File: config.mk
export PLATFORM = sky130hd
export DESIGN_NAME = prog_loader_flat
export DESIGN_NICKNAME = d
export VERILOG_FILES = /design/src/rtl/prog_loader_pkg.sv /design/src/rtl/prog_loader_if.sv /design/src/rtl/prog_loader_csum.sv /design/src/rtl/prog_loader.sv /design/src/flat_wrapper.sv
export SDC_FILE = /design/constraint.sdc
export NUM_CORES = 1
export LEC_CHECK = 0
export BUFFER_PORTS_ARGS = -buffer_cell sky130_fd_sc_hd__buf_2
export CAP_MARGIN = 20
export CORE_MARGIN = 2
export CORE_UTILIZATION = 41
export CTS_BUF_LIST = sky130_fd_sc_hd__clkbuf_8
export CTS_CLUSTER_DIAMETER = 30
export CTS_CLUSTER_SIZE = 10
export DETAILED_ROUTE_END_ITERATION = 8
export SYNTH_ARGS = -nofsm -noshare
export SYNTH_HDL_FRONTEND = slang
export SYNTH_SLANG_ARGS = --single-unit
File: constraint.sdc
create_clock -name clk -period 7.6 [get_ports clk]
set_input_delay 2.28 -clock clk [delete_from_list [all_inputs] [get_ports clk]]
set_output_delay 2.28 -clock clk [all_outputs]
set_load 0.05 [all_outputs]
File: src/rtl/prog_loader_pkg.sv
// ============================================================================
// prog_loader_pkg : shared constants for the instruction-store loader,
//                   CPU core and instruction RAM.  Rev 1.0
// ============================================================================
`default_nettype none

package prog_loader_pkg;

  localparam int          LOADER_ADDR_W = 11;
  localparam int          LOADER_DATA_W = 29;
  localparam logic [7:0]  LOADER_MAGIC  = 8'hA5;

  localparam logic [2:0] S_IDLE   = 3'd0;
  localparam logic [2:0] S_LEN_HI = 3'd1;
  localparam logic [2:0] S_LEN_LO = 3'd2;
  localparam logic [2:0] S_WORD   = 3'd3;
  localparam logic [2:0] S_WRITE  = 3'd4;
  localparam logic [2:0] S_CSUM   = 3'd5;
  localparam logic [2:0] S_DONE   = 3'd6;

  function automatic logic [7:0] csum_fold(input logic [7:0] acc, input logic [7:0] b);
    return acc ^ b;
  endfunction

endpackage

`default_nettype wire

File: src/rtl/prog_loader_if.sv
// ============================================================================
// prog_loader_if : byte stream in, instruction RAM write port and CPU control
//                  out.  master = loader, slave = byte source / RAM / CPU.  Rev 1.0
// ============================================================================
`default_nettype none

interface prog_loader_if #(
  parameter int ADDR_W = 11,
  parameter int DATA_W = 29
);

  logic [7:0]        RxData;
  logic              RxValid;
  logic              RxReady;
  logic              WeIMEM;
  logic [ADDR_W-1:0] AddrIMEM;
  logic [DATA_W-1:0] DataIMEM;
  logic              CpuHold;
  logic              LoadDone;
  logic              LoadErr;

  modport master (
    input  RxData, RxValid,
    output RxReady, WeIMEM, AddrIMEM, DataIMEM, CpuHold, LoadDone, LoadErr
  );

  modport slave (
    output RxData, RxValid,
    input  RxReady, WeIMEM, AddrIMEM, DataIMEM, CpuHold, LoadDone, LoadErr
  );

endinterface

`default_nettype wire

File: src/rtl/prog_loader_csum.sv
// ============================================================================
// prog_loader_csum : 8-bit XOR accumulator with synchronous clear and enable.
//                    Rev 1.0
// ============================================================================
`default_nettype none

module prog_loader_csum
  import prog_loader_pkg::*;
(
  input  wire logic       clk,
  input  wire logic       rst,
  input  wire logic       clr,
  input  wire logic       en,
  input  wire logic [7:0] din,
  output logic      [7:0] sum
);

  logic [7:0] r_sum;

  always_ff @(posedge clk) begin
    if (rst || clr) begin
      r_sum <= 8'h00;
    end else if (en) begin
      r_sum <= csum_fold(r_sum, din);
    end
  end

  assign sum = r_sum;

endmodule

`default_nettype wire

File: src/rtl/prog_loader.sv
// ============================================================================
// prog_loader : parses a length-framed byte stream and writes instruction
//               words into the instruction RAM while holding the CPU.  Rev 1.0
// ============================================================================
`default_nettype none

module prog_loader
  import prog_loader_pkg::*;
#(
  parameter int         ADDR_W = LOADER_ADDR_W,
  parameter int         DATA_W = LOADER_DATA_W,
  parameter logic [7:0] MAGIC  = LOADER_MAGIC
) (
  input  wire logic     clk,
  input  wire logic     rst,
  prog_loader_if.master bus
);

  localparam logic [16:0] MAX_LEN = 17'(2 ** ADDR_W);

  logic [2:0]        r_state;
  logic [15:0]       r_len;
  logic [1:0]        r_bcnt;
  logic [ADDR_W-1:0] r_index;
  logic [DATA_W-1:0] r_word;
  logic              r_we;
  logic              r_done;
  logic              r_hold;
  logic              r_err;

  logic              w_ready;
  logic              w_xfer;
  logic [15:0]       w_len;
  logic              w_last;
  logic              w_csum_clr;
  logic              w_csum_en;
  logic [7:0]        w_csum;

  assign w_ready = (r_state != S_WRITE) && (r_state != S_DONE);
  assign w_xfer  = bus.RxValid && w_ready;
  assign w_len   = {r_len[15:8], bus.RxData};
  assign w_last  = ({{(16-ADDR_W){1'b0}}, r_index} == (r_len - 16'd1));

  assign w_csum_clr = w_xfer && (r_state == S_IDLE) && (bus.RxData == MAGIC);
  assign w_csum_en  = w_xfer && ((r_state == S_LEN_HI) || (r_state == S_LEN_LO) ||
                                 (r_state == S_WORD));

  prog_loader_csum u_csum (
    .clk (clk),
    .rst (rst),
    .clr (w_csum_clr),
    .en  (w_csum_en),
    .din (bus.RxData),
    .sum (w_csum)
  );

  always_ff @(posedge clk) begin
    if (rst) begin
      r_state <= S_IDLE;
      r_len   <= 16'h0000;
      r_bcnt  <= 2'd0;
      r_index <= '0;
      r_word  <= '0;
      r_we    <= 1'b0;
      r_done  <= 1'b0;
      r_hold  <= 1'b0;
      r_err   <= 1'b0;
    end else begin
      r_we   <= 1'b0;
      r_done <= 1'b0;
      case (r_state)
        S_IDLE: begin
          if (w_xfer && (bus.RxData == MAGIC)) begin
            r_state <= S_LEN_HI;
            r_hold  <= 1'b1;
            r_err   <= 1'b0;
          end
        end
        S_LEN_HI: begin
          if (w_xfer) begin
            r_len[15:8] <= bus.RxData;
            r_state     <= S_LEN_LO;
          end
        end
        S_LEN_LO: begin
          if (w_xfer) begin
            r_len[7:0] <= bus.RxData;
            r_index    <= '0;
            r_bcnt     <= 2'd0;
            if (w_len == 16'd0) begin
              r_state <= S_CSUM;
            end else if ({1'b0, w_len} > MAX_LEN) begin
              r_err   <= 1'b1;
              r_hold  <= 1'b0;
              r_state <= S_IDLE;
            end else begin
              r_state <= S_WORD;
            end
          end
        end
        S_WORD: begin
          // Only the low DATA_W bits of the 32-bit big-endian word survive.
          if (w_xfer) begin
            r_word <= DATA_W'({r_word, bus.RxData});
            r_bcnt <= r_bcnt + 2'd1;
            if (r_bcnt == 2'd3) begin
              r_we    <= 1'b1;
              r_state <= S_WRITE;
            end
          end
        end
        S_WRITE: begin
          if (w_last) begin
            r_state <= S_CSUM;
          end else begin
            r_index <= r_index + 1'b1;
            r_state <= S_WORD;
          end
        end
        S_CSUM: begin
          if (w_xfer) begin
            if (bus.RxData == w_csum) begin
              r_done  <= 1'b1;
              r_state <= S_DONE;
            end else begin
              r_err   <= 1'b1;
              r_hold  <= 1'b0;
              r_state <= S_IDLE;
            end
          end
        end
        S_DONE: begin
          r_hold  <= 1'b0;
          r_state <= S_IDLE;
        end
        default: begin
          r_state <= S_IDLE;
        end
      endcase
    end
  end

  assign bus.RxReady  = w_ready;
  assign bus.WeIMEM   = r_we;
  assign bus.AddrIMEM = r_index;
  assign bus.DataIMEM = r_word;
  assign bus.CpuHold  = r_hold;
  assign bus.LoadDone = r_done;
  assign bus.LoadErr  = r_err;

endmodule

`default_nettype wire

File: src/flat_wrapper.sv
// flat-port wrapper written by rule: the top's interface ports become plain ports
module prog_loader_flat import prog_loader_pkg::*;
#(
  parameter int         ADDR_W = LOADER_ADDR_W,
  parameter int         DATA_W = LOADER_DATA_W,
  parameter logic [7:0] MAGIC  = LOADER_MAGIC
)
  (clk, rst, bus_RxData, bus_RxValid, bus_RxReady, bus_WeIMEM, bus_AddrIMEM, bus_DataIMEM, bus_CpuHold, bus_LoadDone, bus_LoadErr);
  prog_loader_if #(.ADDR_W(ADDR_W), .DATA_W(DATA_W)) bus_i ();
  input  wire logic clk;
  input  wire logic rst;
  input wire logic [$bits(bus_i.RxData)-1:0] bus_RxData;
  input wire logic [$bits(bus_i.RxValid)-1:0] bus_RxValid;
  output wire logic [$bits(bus_i.RxReady)-1:0] bus_RxReady;
  output wire logic [$bits(bus_i.WeIMEM)-1:0] bus_WeIMEM;
  output wire logic [$bits(bus_i.AddrIMEM)-1:0] bus_AddrIMEM;
  output wire logic [$bits(bus_i.DataIMEM)-1:0] bus_DataIMEM;
  output wire logic [$bits(bus_i.CpuHold)-1:0] bus_CpuHold;
  output wire logic [$bits(bus_i.LoadDone)-1:0] bus_LoadDone;
  output wire logic [$bits(bus_i.LoadErr)-1:0] bus_LoadErr;
  assign bus_i.RxData = bus_RxData;
  assign bus_i.RxValid = bus_RxValid;
  assign bus_RxReady = bus_i.RxReady;
  assign bus_WeIMEM = bus_i.WeIMEM;
  assign bus_AddrIMEM = bus_i.AddrIMEM;
  assign bus_DataIMEM = bus_i.DataIMEM;
  assign bus_CpuHold = bus_i.CpuHold;
  assign bus_LoadDone = bus_i.LoadDone;
  assign bus_LoadErr = bus_i.LoadErr;
  prog_loader #(.ADDR_W(ADDR_W), .DATA_W(DATA_W), .MAGIC(MAGIC)) u_core (.clk(clk), .rst(rst), .bus(bus_i));
endmodule
==> out/metrics.csv <==
stage,metric,value,unit
pwr,Int Power,0.000672,W
critical_path,CP Launch Type,primary input,
cts,CTS Buffer Depth,2,
critical_path,Required @ worst endpoint,7.86,ns
floorplanning,# IOs,56,
timing,hold_ws,0.453,ns
cells_and_area,nets,520,
placement,Area after DPL,3980,sq um
cts,number of CTS-inserted buffers,9,
synth,Post-synth EDFFs,0,
critical_path,worst r2r src,u_core.r_len[0],
pwr,Worst VDD drop,0.113,mV
cts,CTS tree,done,
detailed_routing,WL final,9.21,mm
grt,global routing met2 resource utilization,28.9,%
pwr,Net Sw Frac,35.4,%
timing,endpoints failing setup,0,
cells_and_area,Layout area overhead,13.8,%
critical_path,CP Class,in2reg,
hold_path,Hold Crit Start,u_core.bus.DataIMEM[27],
detailed_routing,DRC,0,
timing,f_max,255,MHz
critical_path,Critical Path Source,bus_RxData[3],
detailed_routing,drt via density,5.46,
floorplanning,initial cell density of the core,42.2,%
cts,postcts setup bufs,0,
cells_and_area,fraction of layout cells with a size suffix above 1,16.0,%
critical_path,Critical Path Fanout Max,6,
synth,Syn Inst Count,466,
timing,Slew HR,30.0,%
cts,CTS clock-pin slew for the worst setup and hold paths,0.08,ns
critical_path,Crit path depth,7,
synth,"top cells by area, synth","dfxtp_1 (40%), nand2_1 (10%), a21oi_1 (6.9%)",
floorplanning,Core ar.,8720,sq um
pwr,Overall Power,0.00104,W
timing,clk_skew,0.0137,ns
placement,Final HPWL DP,6.39,mm
grt,met3 usage,5.04,%
cts,clk_lat worst skew,0.35,ns
critical_path,Worst EP arrival,4.19,ns
cells_and_area,sequential cell area,1460,sq um
timing,Final min period,3.93,ns
hold_path,type of the most critical hold path,reg2reg,
synth,leading area contributor after synthesis,dfxtp_1,
detailed_routing,routed len/inst,14.9,um
critical_path,CP top delay family,simple AND/OR/NAND/NOR gates,
critical_path,crit-path cells,"buf_2, or4_1, o21ai_0, a21boi_0, nor4_1, mux2i_1, a211oi_1",
grt,GRT Total Usage,19.6,%
cts,cts repair resizes,0,
critical_path,CP max-delay cell,or4_1,
synth,Synth Net Count,480,
cells_and_area,Fillers,897,
pwr,Clk pwr share,29.3,%
pwr,Power Density,248,nW/um^2
floorplanning,Die ar.,9760,sq um
critical_path,crit-path max cell delay,0.57,ns
timing,final worst-path cycle share,51.7,%
detailed_routing,DRT Pass-1 Iters,5,
synth,Post-synth top flop,dfxtp_1,
cts,root buffer cell,clkbuf_8,
synth,Synth Register Bits,73,
pwr,Flop pwr share,43.0,%
synth,Post-Syn Area,3680,sq um
synth,yosys synthesis warning count,0,
cells_and_area,diode count,0,
cells_and_area,final core occ,48.1,%
timing,final max-slew violation count,0,
run,max cap viols,0,
pwr,share of total power in combinational logic,27.7,%
cts,CTS sink count,73,
grt,initial antenna violation count,0,
grt,largest net degree at the start of global routing,58,
placement,count of buffers from port buffering,55,
synth,Avg Inst Size Synth,7.90,sq um
grt,first-pass GRT wire length,15.6,mm
timing,"Hold Vio Cnt, Final",0,
pwr,Sw Pwr,0.000368,W
cts,Post-CTS Hold Fix Bufs,0,
grt,grt ovf,0,
synth,post-synth cell types,55,
grt,GR peak layer,met2,
detailed_routing,Routed Antenna Nets,0,
hold_path,Hold Path Stages,2,
cells_and_area,"Design Area, Final",4190,sq um
synth,register area share after synthesis,39.7,%
grt,met1 track demand over resource,28.1,%
critical_path,"Buf+Inv Stages, Crit Path",1,
cells_and_area,area of the multi-input gates,2070,sq um
placement,Final Wtd Congestion,0.849,
pwr,Leakage,1.56,nW
timing,RSZ-0062 raised after global routing,no,
status,status,completed,
timing,total negative slack,0,ns
floorplanning,Rows,34,
critical_path,Reg2Reg Depth,9,
synth,post-synthesis async set-or-reset flop share,0,%
timing,worst-margin pin slew,1.05,ns
critical_path,CP Capture Type,register,
synth,Synth top area share,39.7,%
floorplanning,die width,98.8,um
detailed_routing,violation count after the first detailed-routing iteration,195,
detailed_routing,Vias,3378,
cts,Clock H-tree levels,3,
floorplanning,die height,98.8,um
grt,vias in the first global route,3218,
-- flip-flops by register name, indices dropped and copies added (netlist names) --
signal,count
u_core.r_bcnt,2
u_core.r_len,16
u_core.bus.LoadDone,1
u_core.bus.AddrIMEM,11
u_core.bus.WeIMEM,1
u_core.bus.CpuHold,1
u_core.u_csum.sum,8
u_core.bus.LoadErr,1
u_core.bus.DataIMEM,29
u_core.r_state,3
-- final timing paths --
kind | endpoint | slack, ns
setup reg to reg | u_core.bus.AddrIMEM[0] | 4.37
hold reg to reg | u_core.bus.DataIMEM[27] | 0.45
setup / recovery | u_core.bus.CpuHold | 3.67
hold / removal | u_core.bus.DataIMEM[27] | 0.45
-- metal layers --
metal | part of all wire (%) | vias up
met2 | 44 | 78
met4 | 1.3 | 0
li1 | - | 1703
met5 | 0 | -
met3 | 5.5 | 11
met1 | 49 | 1586
-- logic make-up after synthesis --
logic type      Yosys count  share of synthesized area [%]
simple gates            216                           27.6
compound gates           99                           18.1
flops                    73                           39.7
buf+inv                  36                           4.04
xor+xnor                 29                           6.90
mux                      10                           2.72
fa+ha+maj                 3                           1.02
-- worst min-delay path, stage by stage, from the launching register on --
cell     delay (ns)
dfxtp_1        0.31
nand2_1        0.05
a21oi_1        0.05
-- per-stage QoR --
step | worst slack (ns) | instances
6_report | 3.67 | 619
5_1_grt | 3.55 | 619
4_1_cts | 3.70 | 618
3_5_place_dp | 3.34 | 602
3_3_place_gp | 3.34 | 602
2_1_floorplan | 3.61 | 466
-- power groups by stage --
| stage | Clock, W | Combinational [W] | Sequential (W) |
|---|---|---|---|
| after detailed placement | 0 | 0.000286 | 0.000456 |
| after CTS | 0.000312 | 0.000288 | 0.000447 |
| after global routing | 0.000330 | 0.000324 | 0.000453 |
| after floorplan | 0 | 0.000236 | 0.000446 |
| after global placement | 0 | 0.000283 | 0.000455 |
| final | 0.000305 | 0.000288 | 0.000448 |
-- Yosys cell counts, drive strengths merged (2+ instances only) --
master,count
or4,6
nand2,102
nor3b,2
a2111o,6
o211ai,3
inv,8
nor2,39
mux2i,10
nand2b,4
clkbuf,22
nand3,13
ha,3
nor4,5
a21oi,53
o2111ai,3
and4,2
o31ai,3
nor3,12
xnor2,15
buf,6
o22ai,2
o21ai,9
dfxtp,73
a22oi,3
nand3b,4
and2,2
a21boi,2
xor2,14
a211oi,4
or3,2
nand4,7
nor2b,7
and3,7
-- cells in the final DEF (no fill, tap or decap), drive strengths merged, types with 2 or more instances in the layout --
master,Yosys,final
dfxtp,73,73
and2,2,2
a21oi,53,53
nor3,12,12
o21ai,9,9
or4,6,6
nand2b,4,4
ha,3,3
a21boi,2,2
nor4,5,5
or3,2,2
nor2b,7,7
and3,7,7
nand3,13,13
a211oi,4,4
clkinvlp,0,3
buf,6,57
o22ai,2,2
nand4,7,7
nor3b,2,2
mux2i,10,10
and4,2,2
clkbuf,22,9
o211ai,3,3
xor2,14,14
a22oi,3,3
o2111ai,3,3
nand3b,4,4
inv,8,10
nand2,102,102
a2111o,6,6
nor2,39,39
xnor2,15,15
o31ai,3,3
-- final cells by class --
cell class / count / share of cell area [%]
inverters: 8 / 0.716
repair buffers: 57 / 7.10
clock buffers: 9 / 2.96
well taps: 108 / 3.22
flip-flops and latches: 73 / 34.9
clock inverters: 7 / 1.67
multi-input cells: 357 / 49.5
(Power assumes the default switching activity.)
